### src/rtl/coprosit_pkg.sv
// Shared types and constants for the Coprosit writeback stage.
// The register file is 32 posit registers wide-addressed by 5 bits.
package coprosit_pkg;

    localparam int REG_ADDR_W = 5;
    localparam int NUM_REGS   = 32;
    localparam int POSIT_W    = 32;

    typedef struct packed {
        logic [REG_ADDR_W-1:0] addr;
        logic [POSIT_W-1:0]    data;
    } coprosit_wb_req_t;

endpackage

### src/rtl/coprosit_writeback_if.sv
// Result bus from the posit functional units into the writeback stage.
// Valid/ready: a source raises res_valid[k] with addr/data stable and may not retract;
// the transfer happens at the clock edge where res_valid[k] & res_ready[k] are both high.
interface coprosit_writeback_if #(
    parameter int NR_SRC     = 2,
    parameter int DATA_WIDTH = 32
);
    logic [NR_SRC-1:0]            res_valid;
    logic [NR_SRC-1:0]            res_ready;
    logic [NR_SRC*5-1:0]          res_addr;
    logic [NR_SRC*DATA_WIDTH-1:0] res_data;

    modport master (output res_valid, output res_addr, output res_data, input res_ready);
    modport slave  (input res_valid, input res_addr, input res_data, output res_ready);
endinterface

### src/rtl/coprosit_rr_arbiter.sv
// Round-robin arbiter: scans from the rotating pointer and grants the first valid requester.
// The pointer moves one past the winner after every grant and holds when idle.
module coprosit_rr_arbiter #(
    parameter  int NR_SRC = 2,
    localparam int IDX_W  = (NR_SRC > 1) ? $clog2(NR_SRC) : 1
) (
    input  logic              clk_i,
    input  logic              rst_ni,
    input  logic [NR_SRC-1:0] valid_i,
    output logic [NR_SRC-1:0] grant_o,
    output logic [IDX_W-1:0]  idx_o,
    output logic              gnt_valid_o
);

    logic [IDX_W-1:0] ptr_q;
    logic             found;
    int               cand;

    always_comb begin
        grant_o = '0;
        idx_o   = '0;
        found   = 1'b0;
        cand    = 0;
        for (int i = 0; i < NR_SRC; i++) begin
            cand = int'(ptr_q) + i;
            if (cand >= NR_SRC) cand = cand - NR_SRC;
            if (!found && valid_i[cand]) begin
                found         = 1'b1;
                grant_o[cand] = 1'b1;
                idx_o         = IDX_W'(cand);
            end
        end
    end

    assign gnt_valid_o = found;

    always_ff @(posedge clk_i) begin
        if (!rst_ni) begin
            ptr_q <= '0;
        end else if (found) begin
            ptr_q <= (int'(idx_o) == NR_SRC - 1) ? '0 : idx_o + 1'b1;
        end
    end

endmodule

### src/rtl/coprosit_writeback.sv
// Writeback stage: arbitrates unit results onto the single register-file write port
// and keeps the busy scoreboard that gates issue on RAW/WAW hazards.
module coprosit_writeback
    import coprosit_pkg::*;
#(
    parameter int DATA_WIDTH    = 32,
    parameter int NR_SRC        = 2,
    parameter int NR_READ_PORTS = 2
) (
    input  logic                              clk_i,
    input  logic                              rst_ni,
    input  logic                              issue_valid_i,
    output logic                              issue_ready_o,
    input  logic [REG_ADDR_W-1:0]             issue_rd_i,
    input  logic [NR_READ_PORTS*REG_ADDR_W-1:0] issue_rs_i,
    input  logic [NR_READ_PORTS-1:0]          issue_rs_valid_i,
    coprosit_writeback_if.slave               res,
    output logic                              we_o,
    output logic [REG_ADDR_W-1:0]             waddr_o,
    output logic [DATA_WIDTH-1:0]             wdata_o,
    output logic [NUM_REGS-1:0]               busy_o,
    input  logic                              flush_i
);

    localparam int IDX_W = (NR_SRC > 1) ? $clog2(NR_SRC) : 1;

    logic [NR_SRC-1:0] gnt;
    logic [IDX_W-1:0]  gnt_idx;
    logic              gnt_valid;

    coprosit_wb_req_t  sel_req;
    coprosit_wb_req_t  wb_q;
    logic              we_q;
    logic [NUM_REGS-1:0] busy_q;
    logic [NUM_REGS-1:0] busy_d;
    logic              rs_hit;
    logic              issue_fire;

    coprosit_rr_arbiter #(.NR_SRC(NR_SRC)) u_arb (
        .clk_i       (clk_i),
        .rst_ni      (rst_ni),
        .valid_i     (res.res_valid),
        .grant_o     (gnt),
        .idx_o       (gnt_idx),
        .gnt_valid_o (gnt_valid)
    );

    assign res.res_ready = gnt;

    // DATA_WIDTH is expected to equal POSIT_W, the register-file word.
    always_comb begin
        sel_req.addr = res.res_addr[int'(gnt_idx)*REG_ADDR_W +: REG_ADDR_W];
        sel_req.data = res.res_data[int'(gnt_idx)*DATA_WIDTH +: DATA_WIDTH];
    end

    always_comb begin
        rs_hit = 1'b0;
        for (int j = 0; j < NR_READ_PORTS; j++) begin
            if (issue_rs_valid_i[j] && busy_q[issue_rs_i[j*REG_ADDR_W +: REG_ADDR_W]]) begin
                rs_hit = 1'b1;
            end
        end
    end

    assign issue_ready_o = ~busy_q[issue_rd_i] & ~rs_hit & ~flush_i;
    assign issue_fire    = issue_valid_i & issue_ready_o;

    // Clear of the register being written happens first so a same-cycle issue to it wins.
    always_comb begin
        busy_d = busy_q;
        if (we_q)       busy_d[wb_q.addr]  = 1'b0;
        if (issue_fire) busy_d[issue_rd_i] = 1'b1;
        if (flush_i)    busy_d = '0;
    end

    always_ff @(posedge clk_i) begin
        if (!rst_ni) begin
            we_q   <= 1'b0;
            wb_q   <= '0;
            busy_q <= '0;
        end else begin
            we_q   <= gnt_valid;
            if (gnt_valid) wb_q <= sel_req;
            busy_q <= busy_d;
        end
    end

    assign we_o    = we_q;
    assign waddr_o = wb_q.addr;
    assign wdata_o = wb_q.data;
    assign busy_o  = busy_q;

endmodule

### src/flat_wrapper.sv
// flat-port wrapper written by rule: the top's interface ports become plain ports
module coprosit_writeback_flat import coprosit_pkg::*;
#(
    parameter int DATA_WIDTH    = 32,
    parameter int NR_SRC        = 2,
    parameter int NR_READ_PORTS = 2
)
  (clk_i, rst_ni, issue_valid_i, issue_ready_o, issue_rd_i, issue_rs_i, issue_rs_valid_i, we_o, waddr_o, wdata_o, busy_o, flush_i, res_res_valid, res_res_addr, res_res_data, res_res_ready);
  coprosit_writeback_if #(.NR_SRC(NR_SRC), .DATA_WIDTH(DATA_WIDTH)) res_i ();
  input  logic clk_i;
  input  logic rst_ni;
  input  logic issue_valid_i;
  output logic issue_ready_o;
  input  logic [REG_ADDR_W-1:0] issue_rd_i;
  input  logic [NR_READ_PORTS*REG_ADDR_W-1:0] issue_rs_i;
  input  logic [NR_READ_PORTS-1:0] issue_rs_valid_i;
  output logic we_o;
  output logic [REG_ADDR_W-1:0] waddr_o;
  output logic [DATA_WIDTH-1:0] wdata_o;
  output logic [NUM_REGS-1:0] busy_o;
  input  logic flush_i;
  input wire logic [$bits(res_i.res_valid)-1:0] res_res_valid;
  input wire logic [$bits(res_i.res_addr)-1:0] res_res_addr;
  input wire logic [$bits(res_i.res_data)-1:0] res_res_data;
  output wire logic [$bits(res_i.res_ready)-1:0] res_res_ready;
  assign res_i.res_valid = res_res_valid;
  assign res_i.res_addr = res_res_addr;
  assign res_i.res_data = res_res_data;
  assign res_res_ready = res_i.res_ready;
  coprosit_writeback #(.DATA_WIDTH(DATA_WIDTH), .NR_SRC(NR_SRC), .NR_READ_PORTS(NR_READ_PORTS)) u_core (.clk_i(clk_i), .rst_ni(rst_ni), .issue_valid_i(issue_valid_i), .issue_ready_o(issue_ready_o), .issue_rd_i(issue_rd_i), .issue_rs_i(issue_rs_i), .issue_rs_valid_i(issue_rs_valid_i), .res(res_i), .we_o(we_o), .waddr_o(waddr_o), .wdata_o(wdata_o), .busy_o(busy_o), .flush_i(flush_i));
endmodule
### config.mk
export PLATFORM = sky130hd
export DESIGN_NAME = coprosit_writeback_flat
export DESIGN_NICKNAME = d
export VERILOG_FILES = /design/src/rtl/coprosit_pkg.sv /design/src/rtl/coprosit_writeback_if.sv /design/src/rtl/coprosit_rr_arbiter.sv /design/src/rtl/coprosit_writeback.sv /design/src/flat_wrapper.sv
export SDC_FILE = /design/constraint.sdc
export NUM_CORES = 1
export LEC_CHECK = 0
export CAP_MARGIN = 20
export CORE_MARGIN = 8
export CORE_UTILIZATION = 35
export CTS_CLUSTER_DIAMETER = 40
export CTS_CLUSTER_SIZE = 28
export DETAILED_ROUTE_END_ITERATION = 12
export PLACE_DENSITY = 0.68
export RECOVER_POWER = 25
export REMOVE_ABC_BUFFERS = 1
export SLEW_MARGIN = 20
export SYNTH_ARGS = -nofsm -noshare
export SYNTH_HDL_FRONTEND = slang
export SYNTH_SLANG_ARGS = --single-unit
### constraint.sdc
create_clock -name clk_i -period 7.3 [get_ports clk_i]
set_input_delay 1.095 -clock clk_i [delete_from_list [all_inputs] [get_ports clk_i]]
set_output_delay 1.095 -clock clk_i [all_outputs]
set_load 0.05 [all_outputs]
Yosys cells after proc, flatten, opt, wreduce, memory -nomap -nowiden. Cells that the tools add are included.

Register bits: 71. Latch bits: 0. Bits in writable memories: 0. Memory bits (read-only): 0. Memories: 0.

Add/sub/neg operators: 4. $mul: 1. Div/mod/pow operators: 0. Magnitude comparators: 12. Eq/ne operators: 0. Shift-type cells: 2. Multiplexer cells: 33. Bitwise operators: 11. Reductions and logical operators: 9.

Operators by type and width (count): 32-bit two-way mux (4); 32-bit by 1-bit greater-or-equal comparator with 1-bit output, second input constant (2); 32-bit by 3-bit < comparator with 1-bit output, second input constant (2); 64-bit by 7-bit indexed part select with 32-bit output (1); 32-bit AND (1); 32-bit NOT (1); 32-bit OR (1); 10-bit by 32-bit indexed part select with 5-bit output (1); 5-bit by 6-bit < comparator with 1-bit output, second input constant (4); 1-bit two-way mux (20); 1-bit binary-select mux with 5-bit select (3); 1-bit demux with 5-bit select (2); 5-bit by 1-bit greater-or-equal comparator with 1-bit output, second input constant (2); 1-bit logical AND (7); 1-bit by 3-bit multiplier with 4-bit output, second input constant (1); 2-bit two-way mux (2); 1-bit NOT (4); 1-bit AND (3); 1-bit by 2-bit subtractor with 3-bit output, second input constant (1); 2-bit by 2-bit subtractor with 3-bit output, second input constant (1); 1-bit by 1-bit adder with 2-bit output, second input constant (1); 1-bit demux with 1-bit select (2); 1-bit by 2-bit greater-or-equal comparator with 1-bit output, second input constant (1); 2-bit greater-or-equal comparator, second input constant (1); other kinds (4) (4).

Logic depth before layout (Yosys ltp). Gate-level depths: netlist of the first run.

Depth after elaboration: 11. Depth in mapped cells: 7.

Modules after synthesis. Synthesis of the first run repeated with hierarchy kept, for this count alone.

Cells, all modules: 392. Area total of the unflattened synthesis: 4219.0 µm².

By module, submodules not included: coprosit_writeback (instances 1, cells an instance 384, area each 4141.5 µm², seq. area each 1401.3 µm²); coprosit_rr_arbiter (instances 1, cells an instance 8, area each 77.6 µm², seq. area each 20.0 µm²).

Worst setup path before layout of the first run. No wires, ideal clock.

Kind: input port to output port. Start point: input issue_rs_i[5]. End point: output issue_ready_o. Arrival time: 3385 ps. Slack: 2820 ps. Stages: 7. Buffers on the path: 2. Path through: buf_6 > mux4_1 > mux2_4 > a221oi_4 > o41ai_4 > buf_6 > nor3_2.

Word-level cells in the longest chain between the ends: 7.

RTL lines: start, declared (RTL line flat_wrapper.sv:15) `input logic [NR_READ_PORTS*REG_ADDR_W-1:0] issue_rs_i;`; 1-bit binary-select mux with 5-bit select (RTL line coprosit_writeback.sv:59) `if (issue_rs_valid_i[j] && busy_q[issue_rs_i[j*REG_ADDR_W +: REG_ADDR_W]]) begin`; 1-bit two-way mux (implied by the code) (RTL line coprosit_writeback.sv:59); 1-bit logical AND (RTL line coprosit_writeback.sv:59); 1-bit two-way mux (RTL line coprosit_writeback.sv:59); 1-bit NOT (RTL line coprosit_writeback.sv:65) `assign issue_ready_o = ~busy_q[issue_rd_i] & ~rs_hit & ~flush_i;`; 1-bit AND (2 in a row) (RTL line coprosit_writeback.sv:65); end, declared (RTL line flat_wrapper.sv:13) `output logic issue_ready_o;`.

No other way between the ends. The select of a mux whose other input is x is not followed.

Worst setup path after layout of the first run. Ends and elaborated chain as after synthesis.

==> qor.csv, run 1 <==
stage,metric,value,unit
run_status,status,finished with violations,
run_status,violations,"capacitance limit, slew limit",
clocking,hold_buffers,0,
worst_setup_path,worst_r2r_path_depth,5,
routing,dr.pass1.iters,7,
power_and_ir_drop,p_int,821.5,µW
timing,hold_viol,0,
logic_synthesis,yosysTopAreaCellShare,31.32,%
timing,finalSetupViolCount,0,
power_and_ir_drop,power_frac_clock,39.9,%
power_and_ir_drop,switchingPower,362.4,µW
worst_setup_path,worst-setup-path-type,input port to output pin,
floorplanning,die_area,0.01687,mm²
floorplanning,rows,41,
clocking,clock-sinks,71,
cells_and_area,syn_to_final_growth,45.00,%
clocking,htreeDepth,3,
timing,period_minus_slack,5.635,ns
logic_synthesis,netlist.top_cell.by_area,dfxtp_1,
cells_and_area,n_antenna_cell,0,
logic_synthesis,yosysUniqueCellTypes,52,
worst_setup_path,path_delay_family,buffers and inverters,
clocking,cts_root_buf,clkbuf_16,
worst_setup_path,cp_max_fo,18,
global_route,antenna_found_initial,0,
timing,fmax,177.5,MHz
logic_synthesis,async_flop_share,0,%
placed_design,portBuffers,169,
worst_setup_path,worst_setup_path_start_kind,input port,
worst_setup_path,crit_cells,8,
cells_and_area,layout_commonest_cell,clkdlybuf4s50_1,
floorplanning,initial_core_util,35.96,%
routing,viasPerCell,5.985,
placed_design,gp_congestion,0.8913,
worst_setup_path,r2r_slack,4.77,ns
global_route,grt_start_max_net_pins,67,
logic_synthesis,synthTopCellsByArea,"dfxtp_1, nand3_1, o211a_1, mux4_2, o211ai_1",
floorplanning,dieWidth,129.9,µm
routing,vias,4746,
logic_synthesis,syn_area_per_cell,9.357,µm²
cells_and_area,final_cell_mix,"clkdlybuf4s50_1, nand3_1, dfxtp_1",
clocking,cts_tree,yes,
timing,slew_viol_final,39,
placed_design,hpwl,12320,µm
cells_and_area,final_cell_count_no_fill,793,
placed_design,place_inst,777,
power_and_ir_drop,seqPwrFrac,35.6,%
timing,setup_tns,0,ns
power_and_ir_drop,comb_power_share,24.5,%
cells_and_area,fin_nets,713,
timing,skew,0.008408,ns
logic_synthesis,synthCells,485,
global_route,grt_pass1_vias,4917,
clocking,numCtsBuffers,9,
routing,post_drt_wl_per_cell,21.21,µm
logic_synthesis,ys_seq_area_share,31.32,%
routing,drtAntennaViolNets,0,
timing,rsz0062_at_grt,false,
worst_setup_path,crit_top_cell,clkdlybuf4s50_1,
logic_synthesis,syn_area,0.004538,mm²
logic_synthesis,synth-edff-count,0,
worst_setup_path,cp.buffers_inverters,3,
floorplanning,num_io_pins,170,
logic_synthesis,ys.warnings.count,0,
worst_hold_path,hold_class,register to register,
clocking,clk_pin_slew,0.06,ns
global_route,grt_overflow,0,
timing,worstMarginPinSlew,1.631,ns
floorplanning,coreArea,0.01262,mm²
clocking,cts_setup_buffers,0,
clocking,clk_path_buf_depth,2,
routing,drc,0,
global_route,grt_usage,19.70,%
power_and_ir_drop,leakage,0.002718,µW
logic_synthesis,yosys_register_bits,71,
worst_setup_path,cp.required,6.20,ns
global_route,grt_pass1_wl,26300,µm
timing,period_share,77.19,%
worst_setup_path,cp-end-kind,output pin,
flow_run,cap_violations,1,
floorplanning,die_y,129.9,µm
power_and_ir_drop,ir_drop,0.1048,mV
logic_synthesis,synthFlopType,dfxtp_1,
worst_setup_path,critPathSlowestCell,clkdlybuf4s50_1,
clocking,clock_latency,0.34,ns
power_and_ir_drop,powerDensity,179.9,mW/mm²
worst_setup_path,max_stage_delay,0.84,ns
cells_and_area,drive_gt1_share,12.88,%
power_and_ir_drop,p_sw_share,30.61,%
worst_setup_path,cp.arrival,4.54,ns
clocking,cts_resized,0,
worst_hold_path,worstHoldPathCells,1,
routing,drt_iter0_drc,362,
timing,slew_headroom,-8.739,%
routing,wirelength,16820,µm
worst_setup_path,critical_path.cell_chain,clkdlybuf4s50_1 -> mux4_1 -> mux2_4 -> a221oi_4 -> o41ai_4 -> buf_4 -> nor3_2 -> clkdlybuf4s50_1,
## cell type report
cell class | count | area, µm²
multi-input combinational | 349 | 2835
clock inverter | 7 | 97.59
timing repair buffer | 179 | 1763
fill | 1198 | 6040
inverter | 6 | 22.52
clock buffer | 9 | 225.2
tap | 172 | 215.2
sequential | 71 | 1421
## power by group through the flow
stage / sequential (µW) / combinational, µW / clock (µW)
finish: 421 / 290 / 473
global route: 423 / 308 / 499
CTS: 421 / 295 / 485
detailed placement: 429 / 294 / 0
global placement: 428 / 290 / 0
floorplan: 488 / 94.8 / 0
## logic make-up (layout without fill, tap and decap cells)
| kind of cell | after synthesis | count (layout) | share of synthesized area, % |
|---|---|---|---|
| buffers and inverters | 65 | 201 | 6.424 |
| AND/OR/NAND/NOR | 192 | 192 | 22.66 |
| multiplexers | 33 | 33 | 12.71 |
| AO/OA/AOI/OAI | 124 | 124 | 26.88 |
| flip-flops | 71 | 71 | 31.32 |
## per-layer routing
metal	up-vias	share of wire, %	track usage [%]
li1	2157	-	-
met1	2231	41	23.12
met2	315	42	29.43
met3	43	15	10.53
met4	0	2.7	8.197
met5	-	0	0
## sequential cells by signal (all words and copies together) (netlist names)
| signal | flops |
|---|---|
| u_core.u_arb.ptr_q | 1 |
| u_core.we_o | 1 |
| u_core.wdata_o | 32 |
| u_core.busy_o | 32 |
| u_core.waddr_o | 5 |
## synthesized netlist by cell type, drive strengths merged, types with 4 or more instances
cell and number:
o211ai 32, nand4 32, nand2 44, clkbuf 39, dfxtp 71, o31ai 32, mux2i 7, nand3b 5
o211a 37, inv 6, nand2b 4, buf 20, nor2b 10, mux2 9, mux4 17, nand3 77
and2 4
## through the flow
stage	hold WS [ns]	power (µW)	util (%)	area, µm²	worst slack, ns
final	0.4924	1184	52.14	6580	1.665
after global routing	0.5117	1231	52.14	6580	1.531
after CTS	0.4983	1201	52.17	6584	1.673
after detailed placement	0.4858	723.5	49.61	6261	1.678
after global placement	0.4734	718.7	49.49	6246	1.777
after floorplan	0.4611	582.8	-	4269	2.976
## worst paths after layout
kind / startpoint / end
max: issue_rs_i[5] / issue_ready_o
min: u_core.wdata_o[3] / u_core.wdata_o[3]
max reg2reg: u_core.busy_o[16] / u_core.busy_o[20]
min reg2reg: u_core.wdata_o[3] / u_core.wdata_o[3]
No activity file was read; power rests on OpenSTA's default activity.
==> run 2, diff against run 1 <==
--- a/config.mk
+++ b/config.mk
@@ -11,7 +11,7 @@
 export CTS_CLUSTER_DIAMETER = 40
 export CTS_CLUSTER_SIZE = 28
 export DETAILED_ROUTE_END_ITERATION = 12
-export PLACE_DENSITY = 0.68
+export PLACE_DENSITY = 0.7
 export RECOVER_POWER = 25
 export REMOVE_ABC_BUFFERS = 1
 export SLEW_MARGIN = 20
==> constraint.sdc (replaced) <==
create_clock -name clk_i -period 4.99 [get_ports clk_i]
set_input_delay 0.7485 -clock clk_i [delete_from_list [all_inputs] [get_ports clk_i]]
set_output_delay 0.7485 -clock clk_i [all_outputs]
set_load 0.05 [all_outputs]
==> run 2 against run 1 <==
Effect of this change:
- the flow still finishes with violations (capacitance limit, slew limit)
- sequential share of layout area grew 0.082 points
- via count down 0.55%
- clock skew shrank 0.0017 ns
- clock-buffer cell count rose by 3
- final area shrank 0.38%
- final cell count increased by 0.13%
- non-clock buffer count up 1
- power increased by 39%
- flip-flop and latch count unchanged
- global-route usage rose by 0.29 points
- register-to-register slack got worse by 2.2 ns
- combinational power up 47%
- critical endpoint unchanged
==> qor.csv, run 2 (synthesis results as in run 1) <==
stage,metric,value,unit,change
worst_setup_path,cp.buffers_inverters,2,,-1
routing,drc,0,,unchanged
floorplanning,coreArea,0.01262,mm²,unchanged
timing,slew_headroom,-13.80,%,-5.1 points
worst_setup_path,cp_max_fo,10,,-8
clocking,clock_latency,0.33,ns,about the same
clocking,cts_resized,0,,unchanged
clocking,cts_tree,yes,,
worst_setup_path,cp.required,4.24,ns,-1.96 ns
power_and_ir_drop,leakage,0.002718,µW,about the same
clocking,htreeDepth,3,,unchanged
timing,holdWs,0.4911,ns,-0.001284 ns
power_and_ir_drop,powerDensity,251.7,mW/mm²,+40%
worst_setup_path,worst-setup-path-type,input port to output pin,,
routing,drt_iter0_drc,324,,-10%
cells_and_area,fin_area,0.006555,mm²,-0.38%
clocking,clock-sinks,71,,unchanged
floorplanning,rows,41,,unchanged
cells_and_area,final_cell_count_no_fill,794,,+0.13%
clocking,numCtsBuffers,9,,unchanged
floorplanning,die_area,0.01687,mm²,unchanged
timing,slew_viol_final,74,,+90%
timing,skew,0.006742,ns,-0.001666 ns
floorplanning,num_io_pins,170,,unchanged
cells_and_area,syn_to_final_growth,44.44,%,
timing,setup_tns,0,ns,unchanged
floorplanning,dieWidth,129.9,µm,unchanged
placed_design,place_area,0.006272,mm²,+0.18%
floorplanning,die_y,129.9,µm,unchanged
routing,vias,4720,,-0.55%
worst_setup_path,cp.arrival,3.41,ns,-1.13 ns
global_route,grt_start_max_net_pins,43,,-36%
placed_design,hpwl,12810,µm,+4.0%
worst_setup_path,path_delay_family,buffers and inverters,,
run_status,violations,"capacitance limit, slew limit",,
timing,period_minus_slack,4.163,ns,
routing,post_drt_wl_per_cell,21.51,µm,+1.4%
flow_run,cap_violations,2,,+1
timing,worstMarginPinSlew,1.707,ns,+0.07596 ns
routing,drtAntennaViolNets,0,,unchanged
placed_design,portBuffers,169,,unchanged
clocking,cts_root_buf,clkbuf_16,,
clocking,cts_setup_buffers,0,,unchanged
cells_and_area,layout_commonest_cell,clkdlybuf4s50_1,,
worst_setup_path,critical_path.cell_chain,clkdlybuf4s50_1 -> mux4_1 -> mux2_4 -> a221oi_4 -> o41ai_4 -> nor3_2 -> buf_4,,
worst_setup_path,critPathSlowestCell,clkdlybuf4s50_1,,
timing,finalSetupViolCount,0,,unchanged
routing,dr.pass1.iters,7,,unchanged
global_route,grt_overflow,0,,unchanged
power_and_ir_drop,ir_drop,0.1548,mV,+48%
cells_and_area,fin_nets,714,,+0.14%
global_route,antenna_found_initial,0,,unchanged
cells_and_area,drive_gt1_share,13.02,%,+0.14 points
routing,wirelength,17080,µm,+1.5%
worst_hold_path,hold_class,register to register,,
worst_setup_path,max_stage_delay,0.72,ns,-0.12 ns
routing,viasPerCell,5.945,,-0.67%
cells_and_area,final_cell_mix,"clkdlybuf4s50_1, nand3_1, dfxtp_1",,
timing,rsz0062_at_grt,false,,
timing,fmax,240.2,MHz,
cells_and_area,n_antenna_cell,0,,unchanged
timing,period_share,83.43,%,
clocking,clk_path_buf_depth,2,,unchanged
worst_setup_path,worst_setup_path_start_kind,input port,,
timing,hold_viol,0,,unchanged
placed_design,place_inst,778,,+0.13%
global_route,grt_pass1_wl,26230,µm,-0.26%
global_route,grt_usage,19.99,%,+0.29 points
clocking,hold_buffers,0,,unchanged
floorplanning,initial_core_util,35.96,%,unchanged
run_status,status,finished with violations,,
placed_design,gp_congestion,0.9191,,+3.1%
clocking,clk_pin_slew,0.06,ns,about the same
worst_setup_path,cp-end-kind,output pin,,
global_route,grt_pass1_vias,4857,,-1.2%
## run 2: per-layer routing
metal  GRT usage (%)  up-vias  routed length, µm
met2           31.49      320               7572
met1           22.34     2210               6583
met4           8.811        0                448
met5               0        -                  0
met3           10.08       43               2475
li1                -     2147                  -
## run 2: through the flow
| stage | power [µW] | util, % | setup slack, ns |
|---|---|---|---|
| 5_1_grt | 1728 | 51.94 | 0.7498 |
| 3_5_place_dp | 1062 | 49.70 | 0.8439 |
| 3_3_place_gp | 1054 | 49.55 | 0.6636 |
| 4_1_cts | 1673 | 51.97 | 0.8431 |
| 2_1_floorplan | 852.6 | - | 1.359 |
| 6_report | 1650 | 51.94 | 0.8270 |
## run 2: power breakdown
group          total [µW]  leakage [µW]  switching, µW  internal (µW)
clock network         607      0.000139            243            364
registers             616      0.000582           22.0            594
logic                 427       0.00200            255            171
total                1650       0.00272            520           1130
## run 2: path summary, 6_finish.rpt
kind | from | endpoint | slack (ns) | cells past startpoint
setup / recovery | issue_rs_i[5] | issue_ready_o | 0.83 | 7
hold reg to reg | u_core.wdata_o[1] | u_core.wdata_o[1] | 0.49 | 1
setup reg to reg | u_core.u_arb.ptr_q | u_core.wdata_o[0] | 2.61 | 5
hold / removal | u_core.wdata_o[1] | u_core.wdata_o[1] | 0.49 | 1
## run 2: layout make-up
type | instances | area [µm²]
well taps | 172 | 215.2
inverters | 6 | 22.52
multi-input cells | 349 | 2828
clock inverters | 4 | 30.03
repair buffers | 180 | 1782
clock buffers | 12 | 256.5
flip-flops and latches | 71 | 1421
fillers | 1176 | 6065
==> run 3, diff against run 2 <==
==> constraint.sdc (replaced) <==
create_clock -name clk_i -period 3.8 [get_ports clk_i]
set_input_delay 0.57 -clock clk_i [delete_from_list [all_inputs] [get_ports clk_i]]
set_output_delay 0.57 -clock clk_i [all_outputs]
set_load 0.05 [all_outputs]
==> run 3 against run 2 <==
Effect of this change:
- the run still ends with capacitance limit, slew limit left
- final area rose by 1.9%
- sequential power up 31%
- hold slack better by 0.0037 ns
- clock skew is 0.0011 ns higher
- critical path depth rose by 1
- power up 41%
- flip-flop and latch count stayed put
- sequential share of layout area fell by 0.39 points
- first-iteration DRC count grew 12%
- non-clock buffer count increased by 9
- critical endpoint unchanged
==> qor.csv, run 3 (synthesis results as in run 1) <==
stage,metric,value,unit,change
floorplanning,die_y,129.9,µm,unchanged
worst_setup_path,cp.buffers_inverters,3,,+1
timing,hold_viol,0,,unchanged
timing,fin_ws,0.2873,ns,-0.5397 ns
power_and_ir_drop,powerDensity,347.8,mW/mm²,+38%
global_route,grt_pass1_wl,26520,µm,+1.1%
worst_setup_path,cp_max_fo,8,,-2
worst_hold_path,hp-start,u_core.wdata_o[16],,
cells_and_area,n_antenna_cell,0,,unchanged
timing,period_share,92.44,%,
flow_run,cap_violations,2,,unchanged
global_route,antenna_found_initial,0,,unchanged
cells_and_area,drive_gt1_share,14.42,%,+1.4 points
routing,viasPerCell,5.929,,-0.26%
worst_setup_path,cp-end-kind,output pin,,
worst_hold_path,worstHoldPathCells,1,,unchanged
floorplanning,initial_core_util,35.96,%,unchanged
cells_and_area,fin_nets,723,,+1.3%
clocking,clock_latency,0.33,ns,about the same
worst_setup_path,cp.arrival,2.94,ns,-0.47 ns
routing,drt_iter0_drc,362,,+12%
timing,fmax,284.7,MHz,
worst_setup_path,r2r_start,u_core.u_arb.ptr_q,,
global_route,grt_start_max_net_pins,41,,-4.7%
clocking,cts_resized,0,,unchanged
routing,vias,4761,,+0.87%
timing,finalSetupViolCount,0,,unchanged
power_and_ir_drop,leakage,0.002742,µW,+0.88%
cells_and_area,final_cell_mix,"clkdlybuf4s50_1, nand3_1, dfxtp_1",,
worst_setup_path,rr_endpoint,u_core.wdata_o[16],,
clocking,cts_setup_buffers,0,,unchanged
timing,setup_tns,0,ns,unchanged
worst_setup_path,path_delay_family,buffers and inverters,,
clocking,hold_buffers,0,,unchanged
floorplanning,num_io_pins,170,,unchanged
floorplanning,rows,41,,unchanged
timing,worstMarginPinSlew,1.692,ns,-0.01479 ns
clocking,cts_root_buf,clkbuf_16,,
clocking,numCtsBuffers,9,,unchanged
global_route,grt_pass1_vias,4856,,-0.021%
worst_setup_path,cp.required,3.23,ns,-1.01 ns
routing,drc,0,,unchanged
worst_hold_path,hold_class,register to register,,
timing,slew_viol_final,69,,-6.8%
worst_setup_path,critical_path.cell_chain,clkdlybuf4s50_1 -> buf_4 -> mux4_1 -> a2bb2oi_1 -> a221oi_4 -> o41ai_4 -> nor3_2 -> buf_12,,
clocking,clk_pin_slew,0.06,ns,about the same
timing,skew,0.007869,ns,+0.001127 ns
clocking,clock-sinks,71,,unchanged
floorplanning,coreArea,0.01262,mm²,unchanged
clocking,clk_path_buf_depth,2,,unchanged
global_route,grt_overflow,0,,unchanged
clocking,htreeDepth,3,,unchanged
placed_design,post-place-ws,0.2832,ns,-0.5607 ns
placed_design,portBuffers,169,,unchanged
run_status,status,finished with violations,,
timing,rsz0062_at_grt,false,,
routing,wirelength,17140,µm,+0.34%
placed_design,gp_congestion,0.8763,,-4.7%
worst_hold_path,whs_endpoint,u_core.wdata_o[16],,
timing,holdWs,0.4949,ns,+0.003723 ns
routing,drtAntennaViolNets,0,,unchanged
run_status,violations,"capacitance limit, slew limit",,
power_and_ir_drop,ir_drop,0.1725,mV,+11%
placed_design,hpwl,12850,µm,+0.31%
timing,period_minus_slack,3.513,ns,
cells_and_area,layout_commonest_cell,clkdlybuf4s50_1,,
routing,dr.pass1.iters,5,,-2
worst_setup_path,r2r_slack,1.43,ns,-1.18 ns
clocking,cts_tree,yes,,
cells_and_area,syn_to_final_growth,47.12,%,
worst_setup_path,worst-setup-path-type,input port to output pin,,
worst_setup_path,max_stage_delay,0.54,ns,-0.18 ns
worst_setup_path,worst_r2r_path_depth,5,,unchanged
floorplanning,die_area,0.01687,mm²,unchanged
routing,post_drt_wl_per_cell,21.34,µm,-0.79%
floorplanning,dieWidth,129.9,µm,unchanged
worst_setup_path,worst_setup_path_start_kind,input port,,
worst_setup_path,critPathSlowestCell,clkdlybuf4s50_1,,
global_route,grt_usage,20.09,%,+0.11 points
timing,slew_headroom,-12.82,%,+0.99 points
run 3: power breakdown:
part           internal [µW]  switching (µW)
clock                    609             322
combinational            239             343
sequential               780            29.2
run 3: worst max path at each step:
stage | startpoint | to | slack, ns | cells after the start
floorplan | issue_rs_i[5] | issue_ready_o | 0.53 | 5
CTS | issue_rs_i[5] | issue_ready_o | 0.28 | 7
global placement | issue_rs_i[5] | issue_ready_o | 0.34 | 7
global route | issue_rs_i[5] | issue_ready_o | 0.19 | 8
detailed placement | issue_rs_i[5] | issue_ready_o | 0.28 | 7
finish | issue_rs_i[5] | issue_ready_o | 0.29 | 8
run 3: layout make-up:
cell class	count	area (µm²)
Fill cell	1154	5943
Clock buffer	11	252.7
Sequential cell	71	1421
Tap cell	172	215.2
Clock inverter	5	80.08
Timing Repair Buffer	189	1857
Inverter	6	22.52
Multi-Input combinational cell	349	2828
run 3: metal layers:
metal / part of all wire [%] / vias to the layer above / track usage [%] / wire length (µm)
li1: - / 2176 / - / -
met1: 40 / 2268 / 23.98 / 6845
met2: 44 / 292 / 30.72 / 7497
met3: 15 / 25 / 10.24 / 2520
met4: 1.6 / 0 / 6.489 / 274
met5: 0 / - / 0 / 0
run 3: metrics by stage:
step	total power [µW]	utilization (%)	instances	instance area [µm²]
finish	2322	52.91	803	6676
global route	2412	52.91	803	6676
CTS	2342	52.98	803	6686
detailed placement	1410	50.35	787	6354
global placement	1398	50.23	786	6339
floorplan	1120	-	426	4269
